--- src/rtl/bbox_sample_iterator.sv ---
// Walks the sample grid of an accepted triangle's bounding box in raster order
// (x fastest), emitting one sample per clock while the triangle/color stay latched.
module bbox_sample_iterator #(
  parameter int SIGFIG = 24,
  parameter int RADIX  = 10,
  parameter int VERTS  = 3,
  parameter int AXIS   = 3,
  parameter int COLORS = 3
) (
  input  logic                     clk,
  input  logic                     rst,
  input  logic signed [SIGFIG-1:0] tri_R13S [VERTS][AXIS],
  input  logic        [SIGFIG-1:0] color_R13U [COLORS],
  input  logic signed [SIGFIG-1:0] box_R13S [2][2],
  input  logic                     validTri_R13H,
  input  logic        [3:0]        subSample_RnnnnU,
  output logic                     halt_RnnnnL,
  output logic signed [SIGFIG-1:0] tri_R14S [VERTS][AXIS],
  output logic        [SIGFIG-1:0] color_R14U [COLORS],
  output logic signed [SIGFIG-1:0] sample_R14S [2],
  output logic                     validSamp_R14H
);

  typedef enum logic [0:0] {
    ST_WAIT = 1'b0,
    ST_TEST = 1'b1
  } state_t;

  localparam logic signed [SIGFIG-1:0] ONE = {{(SIGFIG-1){1'b0}}, 1'b1};

  // Finer sample rates shrink the step; unknown encodings fall back to one sample per pixel.
  function automatic logic signed [SIGFIG-1:0] step_of(input logic [3:0] sel);
    logic signed [SIGFIG-1:0] s;
    case (sel)
      4'b1000: s = ONE << RADIX;
      4'b0100: s = ONE << (RADIX - 1);
      4'b0010: s = ONE << (RADIX - 2);
      4'b0001: s = ONE << (RADIX - 3);
      default: s = ONE << RADIX;
    endcase
    return s;
  endfunction

  state_t                   r_state;
  state_t                   w_next_state;

  logic signed [SIGFIG-1:0] r_tri [VERTS][AXIS];
  logic        [SIGFIG-1:0] r_color [COLORS];
  logic signed [SIGFIG-1:0] r_llx;
  logic signed [SIGFIG-1:0] r_urx;
  logic signed [SIGFIG-1:0] r_ury;
  logic signed [SIGFIG-1:0] r_step;
  logic signed [SIGFIG-1:0] r_sample [2];
  logic                     r_valid;

  logic signed [SIGFIG-1:0] w_sample_nxt [2];
  logic                     w_valid_nxt;
  logic                     w_accept;
  logic                     w_row_done;
  logic                     w_scan_done;

  assign w_accept    = (r_state == ST_WAIT) && validTri_R13H;
  // >= rather than == so a corner off the step grid still ends the row/scan.
  assign w_row_done  = (r_sample[0] >= r_urx);
  assign w_scan_done = w_row_done && (r_sample[1] >= r_ury);

  // State register
  always_ff @(posedge clk) begin
    if (rst) begin
      r_state <= ST_WAIT;
    end else begin
      r_state <= w_next_state;
    end
  end

  // Next-state logic
  always_comb begin
    w_next_state = r_state;
    case (r_state)
      ST_WAIT: begin
        if (w_accept) begin
          w_next_state = ST_TEST;
        end else begin
          w_next_state = ST_WAIT;
        end
      end
      ST_TEST: begin
        if (w_scan_done) begin
          w_next_state = ST_WAIT;
        end else begin
          w_next_state = ST_TEST;
        end
      end
      default: w_next_state = ST_WAIT;
    endcase
  end

  // State-decoded output
  always_comb begin
    halt_RnnnnL = 1'b0;
    case (r_state)
      ST_WAIT: halt_RnnnnL = 1'b1;
      ST_TEST: halt_RnnnnL = 1'b0;
      default: halt_RnnnnL = 1'b1;
    endcase
  end

  // Next sample position and valid flag
  always_comb begin
    w_sample_nxt = r_sample;
    w_valid_nxt  = 1'b0;
    case (r_state)
      ST_WAIT: begin
        if (w_accept) begin
          w_sample_nxt = box_R13S[0];
          w_valid_nxt  = 1'b1;
        end else begin
          w_sample_nxt = r_sample;
          w_valid_nxt  = 1'b0;
        end
      end
      ST_TEST: begin
        if (w_scan_done) begin
          w_sample_nxt = r_sample;
          w_valid_nxt  = 1'b0;
        end else if (w_row_done) begin
          w_sample_nxt[0] = r_llx;
          w_sample_nxt[1] = r_sample[1] + r_step;
          w_valid_nxt     = 1'b1;
        end else begin
          w_sample_nxt[0] = r_sample[0] + r_step;
          w_sample_nxt[1] = r_sample[1];
          w_valid_nxt     = 1'b1;
        end
      end
      default: begin
        w_sample_nxt = r_sample;
        w_valid_nxt  = 1'b0;
      end
    endcase
  end

  // Triangle, color, box extents and step captured on accept
  always_ff @(posedge clk) begin
    if (rst) begin
      r_tri   <= '{default: '0};
      r_color <= '{default: '0};
      r_llx   <= '0;
      r_urx   <= '0;
      r_ury   <= '0;
      r_step  <= '0;
    end else if (w_accept) begin
      r_tri   <= tri_R13S;
      r_color <= color_R13U;
      r_llx   <= box_R13S[0][0];
      r_urx   <= box_R13S[1][0];
      r_ury   <= box_R13S[1][1];
      r_step  <= step_of(subSample_RnnnnU);
    end
  end

  // Sample position and valid registers
  always_ff @(posedge clk) begin
    if (rst) begin
      r_sample <= '{default: '0};
      r_valid  <= 1'b0;
    end else begin
      r_sample <= w_sample_nxt;
      r_valid  <= w_valid_nxt;
    end
  end

  assign tri_R14S       = r_tri;
  assign color_R14U     = r_color;
  assign sample_R14S    = r_sample;
  assign validSamp_R14H = r_valid;

endmodule

--- config.mk ---
export PLATFORM = sky130hd
export DESIGN_NAME = bbox_sample_iterator
export DESIGN_NICKNAME = d
export VERILOG_FILES = /design/src/rtl/bbox_sample_iterator.sv
export SDC_FILE = /design/constraint.sdc
export NUM_CORES = 1
export LEC_CHECK = 0
export CAP_MARGIN = 20
export CORE_AREA = 2 2 286 288
export DETAILED_ROUTE_END_ITERATION = 6
export DIE_AREA = 0 0 288 290
export HOLD_SLACK_MARGIN = 0.06
export PLACE_DENSITY = 0.54
export SYNTH_ARGS = -nofsm -noshare
export SYNTH_HDL_FRONTEND = slang
export SYNTH_SLANG_ARGS = --single-unit
--- constraint.sdc ---
create_clock -name clk -period 7.4 [get_ports clk]
set_clock_uncertainty 0.2 [all_clocks]
set_input_delay 1.48 -clock clk [delete_from_list [all_inputs] [get_ports clk]]
set_output_delay 1.48 -clock clk [all_outputs]
set_load 0.02 [all_outputs]
## Word-level counts from Yosys, hierarchy flattened

Index checks and enable logic that the tools add are counted.

| word-level totals | value |
|---|---|
| bits in registers | 433 |
| latch bits | 0 |
| RAM bits | 0 |
| bits in read-only memories | 0 |
| output and inout port bits | 338 |
| memories kept | 0 |

| operators by class | value |
|---|---|
| add/sub/neg operators | 2 |
| multipliers | 0 |
| divide/modulo/power cells | 0 |
| order comparisons | 2 |
| eq/ne operators | 6 |
| shifts and indexed selects | 0 |
| multiplexer cells | 9 |
| bitwise operators | 1 |
| reduce and logical (&&, ||, !) cells | 4 |

Operator list:

| kind | count |
|---|---|
| two-way mux 48 bit | 3 |
| case mux 48 bit (2 select lines) | 1 |
| adder 24 bit | 2 |
| >= comparator 24 bit | 2 |
| case mux 11 bit (3 select lines) | 1 |
| equality test 4 x 1 -> 1 bit, second input constant | 1 |
| equality test 4 x 2 -> 1 bit, second input constant | 1 |
| equality test 4 x 3 -> 1 bit, second input constant | 1 |
| inequality test 2 bit, second input constant | 2 |
| case mux 1 bit (2 select lines) | 2 |
| AND reduction 3 bit | 1 |
| logical AND 1 bit | 2 |
| two-way mux 1 bit | 2 |
| inequality test 2 x 1 -> 1 bit, second input constant | 1 |
| AND reduction 2 bit | 1 |
| inverter 1 bit | 1 |

## Depth between registers and ports, before layout

| depth | value |
|---|---|
| depth after elaboration | 4 |
| gate-level depth with buffers | 11 |
| mapped depth without buffers | 10 |

## Least setup slack after synthesis

No wires, ideal clock.

| path | value |
|---|---|
| kind | register -> register |
| start | register r_sample (netlist bit sample_R14S[45]) |
| end | register r_sample (netlist bit sample_R14S[44]) |
| arrival time | 2.713 ns |
| setup slack | 4.402 ns |
| cell stages (with the launch flop) | 9 |
| path buffers | 0 |
| clock period less this slack | 2.998 ns |
| path through | dfxtp_1 -> ha_1 -> a21o_1 -> a2111oi_0 -> o22ai_1 -> a211o_1 -> or4_1 -> a311o_1 -> o31ai_2 |

| between the ends | value |
|---|---|
| word-level cells in the longest chain between the ends | 4 |

Ends and longest elaborated chain:

| element | RTL line | text |
|---|---|---|
| from (decl) | 53 | `logic signed [SIGFIG-1:0] r_sample [2];` |
| from (signal assigned) | 168 | `r_sample <= w_sample_nxt;` |
| >= comparator 24 bit (*) | 64 | `assign w_row_done = (r_sample[0] >= r_urx);` |
| two-way mux 48 bit or logical AND 1 bit (tied branches) | 126, 65 |  |
| two-way mux 48 bit or inequality test 2 bit (tied branches) | n/a |  |
| case mux 48 bit (2 select lines) or AND reduction 2 bit (tied branches) | n/a |  |

Mark *: on every way between the ends. The rest lies on a longest branch, timed or not. The select of a mux whose other input is x is not followed.
A chain may end at the register's enable or synchronous reset.

## Final worst setup path

| path | value |
|---|---|
| start | register r_sample (netlist bit sample_R14S[7]) |
| end | register r_sample (netlist bit sample_R14S[30]) |

| between the ends | value |
|---|---|
| word-level cells in the longest chain between the ends | 4 |

Ends and longest elaborated chain:

| element | RTL line | text |
|---|---|---|
| >= comparator 24 bit | 65 | `assign w_scan_done = w_row_done && (r_sample[1] >= r_ury);` |
| logical AND 1 bit | 65 |  |
| inequality test 2 bit (no source line) | n/a |  |
| AND reduction 2 bit (no source line) | n/a |  |

No other way between the ends.

==> flow_results.xml <==
<?xml version="1.0" encoding="UTF-8"?>
<metrics>
  <group name="outcome">
    <metric name="status" unit="">complete, no violations</metric>
  </group>
  <group name="synthesis">
    <metric name="postSynth.topFlopCell" unit="">sky130_fd_sc_hd__dfxtp_1</metric>
    <metric name="yosysWarnings" unit="">0</metric>
    <metric name="post_synth_num_cell_types" unit="">60</metric>
    <metric name="seq_area_frac_synth" unit="">0.497</metric>
    <metric name="synthCells" unit="">2150</metric>
    <metric name="synth_enable_flop_cells" unit="">0</metric>
    <metric name="netlist_area" unit="mm²">0.0166</metric>
    <metric name="synth_fp_nets" unit="">2599</metric>
    <metric name="post-synth-top-area-cell" unit="">sky130_fd_sc_hd__dfxtp_1</metric>
    <metric name="synth_seq_cells" unit="">413</metric>
    <metric name="ys_top_cells_by_area" unit="">sky130_fd_sc_hd__dfxtp_1, sky130_fd_sc_hd__nand2_1, sky130_fd_sc_hd__a21oi_1, sky130_fd_sc_hd__ha_1, sky130_fd_sc_hd__clkbuf_1</metric>
    <metric name="async_flop_share" unit="">0</metric>
    <metric name="synthesis.area_per_instance" unit="µm²">7.74</metric>
    <metric name="synth_top_area_share" unit="">0.497</metric>
  </group>
  <group name="detailed_routing">
    <metric name="vias" unit="">17000</metric>
    <metric name="wl_per_cell" unit="µm">18.2</metric>
    <metric name="avgViaCountPerCell" unit="">4.35</metric>
    <metric name="dr.pass1.iters" unit="">5</metric>
    <metric name="drt_drc_violations_left" unit="">0</metric>
    <metric name="drt_iter0_drc" unit="">916</metric>
    <metric name="postRouteAntennaNets" unit="">0</metric>
    <metric name="detail_route.wirelength" unit="µm">70900</metric>
  </group>
  <group name="power_and_ir_drop">
    <metric name="ir_worst_vdd" unit="mV">0.188</metric>
    <metric name="total_power" unit="W">0.00703</metric>
    <metric name="p_leak" unit="nW">9.75</metric>
    <metric name="power.density_cell_area" unit="mW/mm²">264</metric>
  </group>
  <group name="hold_path">
    <metric name="hold_start" unit="">tri_R14S[213]</metric>
    <metric name="hold_class" unit="">flop to flop</metric>
  </group>
  <group name="clock_network">
    <metric name="tritoncts" unit="">yes</metric>
    <metric name="worstSkewPairLatency" unit="ns">0.59</metric>
    <metric name="cts_root_buf" unit="">sky130_fd_sc_hd__clkbuf_16</metric>
    <metric name="cts.htree.levels" unit="">2</metric>
    <metric name="clock-sinks" unit="">413</metric>
    <metric name="post_cts_resize_count" unit="">0</metric>
    <metric name="hold_buffers" unit="">0</metric>
    <metric name="number_of_buffers_created_by_cts" unit="">51</metric>
    <metric name="postCtsSetupRepairBufs" unit="">0</metric>
    <metric name="max-clock-path-buffers" unit="">3</metric>
    <metric name="clk_transition_reported_paths" unit="ns">0.06</metric>
  </group>
  <group name="layout">
    <metric name="mostFrequentLayoutCell" unit="">sky130_fd_sc_hd__nand2_1</metric>
    <metric name="final_nets" unit="">3245</metric>
    <metric name="area_growth" unit="%">60.1</metric>
    <metric name="fill_cells" unit="">8575</metric>
    <metric name="layout_common_cells" unit="">sky130_fd_sc_hd__nand2_1, sky130_fd_sc_hd__clkdlybuf4s50_1, sky130_fd_sc_hd__dfxtp_1</metric>
    <metric name="fin_cells" unit="">3901</metric>
    <metric name="final_layout_size_suffix_gt1_frac" unit="">0.0427</metric>
  </group>
  <group name="global_route">
    <metric name="grt_max_degree" unit="">183</metric>
    <metric name="grt_first_pass_wirelength" unit="µm">105000</metric>
    <metric name="vias_in_the_first_global_route" unit="">16300</metric>
    <metric name="gr-total-overflow" unit="">0</metric>
    <metric name="globalRouteTotalUtil" unit="">0.163</metric>
    <metric name="antenna_violations_before_repair" unit="">24</metric>
  </group>
  <group name="placement">
    <metric name="routabilityCongestion" unit="">0.819</metric>
    <metric name="placed_cell_count" unit="">3802</metric>
    <metric name="dp.final_hpwl" unit="µm">51100</metric>
    <metric name="placement.io_buffers" unit="">728</metric>
  </group>
  <group name="timing">
    <metric name="final_tns_setup" unit="ns">0</metric>
    <metric name="max_slew.worst_pin.slew" unit="ns">1.06</metric>
    <metric name="post-route-min-period" unit="ns">4.29</metric>
    <metric name="slew-limit-headroom" unit="">0.293</metric>
    <metric name="fmax" unit="GHz">0.233</metric>
    <metric name="report.final.hold_viol_count" unit="">0</metric>
    <metric name="rsz0062_at_grt" unit="">no</metric>
    <metric name="holdWs" unit="ns">0.251</metric>
    <metric name="setup_failing_eps_final" unit="">0</metric>
    <metric name="fin_crit_sh" unit="">0.580</metric>
    <metric name="finalMaxSlewViolations" unit="">0</metric>
  </group>
  <group name="die">
    <metric name="rows" unit="">104</metric>
    <metric name="floorplan.die.height" unit="µm">290</metric>
    <metric name="num_io_pins" unit="">729</metric>
    <metric name="dieWidth" unit="µm">288</metric>
    <metric name="die-area" unit="mm²">0.0835</metric>
    <metric name="core" unit="mm²">0.0802</metric>
    <metric name="initial_core_util" unit="">0.208</metric>
  </group>
  <group name="critical_path">
    <metric name="worst_setup_path_end_kind" unit="">flop</metric>
    <metric name="crit-reg2reg-launch" unit="">sample_R14S[7]</metric>
    <metric name="critPathKind" unit="">flop to flop</metric>
    <metric name="crit_path_max_fanout" unit="">10</metric>
    <metric name="cpMaxStageDelayCell" unit="">sky130_fd_sc_hd__a211oi_1</metric>
    <metric name="timing.critical_path.slowest_cell_delay" unit="ns">0.77</metric>
    <metric name="worst_setup_path_start_kind" unit="">flop</metric>
    <metric name="critical_path_arrival" unit="ns">4.56</metric>
    <metric name="startpoint" unit="">sample_R14S[7]</metric>
    <metric name="critPathRequiredTime" unit="ns">7.67</metric>
    <metric name="timing.critical_path.cells" unit="">ha_1, nand4_1, a211oi_1, o21ai_0, o211a_1, o21ai_1, nand2_1, o221a_2</metric>
  </group>
  <group name="flow_run">
    <metric name="timing.max_cap.violations" unit="">0</metric>
  </group>
</metrics>
==> logic make-up (layout without fill, tap and decap cells) <==
kind of cell / after synthesis / in the layout / synth area share
buf+inv: 215 / 900 / 0.0489
other cells: 0 / 6 / 0
fa+ha+maj: 58 / 58 / 0.0445
simple gates: 925 / 925 / 0.220
flops: 413 / 413 / 0.497
compound gates: 524 / 524 / 0.182
mux: 2 / 2 / 0.00120
xor+xnor: 13 / 13 / 0.00684
==> synth_stat cells (all sizes together), types with 14 or more instances <==
| cell type | count |
|---|---|
| nand3 | 19 |
| nor2 | 59 |
| a311oi | 15 |
| nand2 | 789 |
| inv | 62 |
| clkbuf | 144 |
| nand4 | 14 |
| ha | 56 |
| a211oi | 18 |
| dfxtp | 413 |
| a21oi | 394 |
==> where the power goes <==
part	switching [W]	internal (W)	total, W
Combinational	0.00106	0.000804	0.00186
Sequential	0.000175	0.00243	0.00261
Clock	0.00103	0.00153	0.00256
==> worst max-delay path, delay by kind of cell (launching register included) <==
family / cells / cell delay (ns)
fa+ha+maj: 1 / 0.25
compound gates: 5 / 2.45
simple gates: 2 / 0.66
flops: 1 / 0.60
==> through the flow <==
step	area (µm²)	util	setup slack [ns]
6_report	26700	0.332	3.11
3_5_place_dp	24900	0.311	2.73
5_1_grt	26700	0.332	2.46
4_1_cts	26600	0.332	2.70
2_1_floorplan	16600	-	4.40
3_3_place_gp	24900	0.311	2.74
==> path summary, 6_finish.rpt <==
kind	slack, ns	endpoint	cells past startpoint
min reg2reg	0.25	tri_R14S[213]	2
max	3.11	sample_R14S[30]	8
min	0.25	tri_R14S[213]	2
max reg2reg	3.11	sample_R14S[30]	8
==> routing by layer <==
layer	vias to the layer above	GRT usage	wire length, µm
met1	7889	0.199	29600
met5	-	0	138
li1	8471	-	-
met4	22	0.0478	1580
met2	476	0.272	34100
met3	102	0.0515	5510
==> sequential cells by signal (all words and copies together) (netlist names) <==
register / flops
color_R14U: 72
r_llx: 24
r_step: 4
r_urx: 24
r_ury: 24
sample_R14S: 48
tri_R14S: 216
validSamp_R14H: 1
==> final cells by class <==
type,instances,area (µm²),area share
timing repair buffer,746,7510,0.282
clock inverter,15,180,0.00676
tap,1060,1330,0.0498
multi-input combinational,1522,7590,0.285
inverter,62,233,0.00873
antenna,6,15.0,0.000563
clock buffer,77,1540,0.0576
sequential,413,8270,0.310
(Power assumes the default switching activity.)
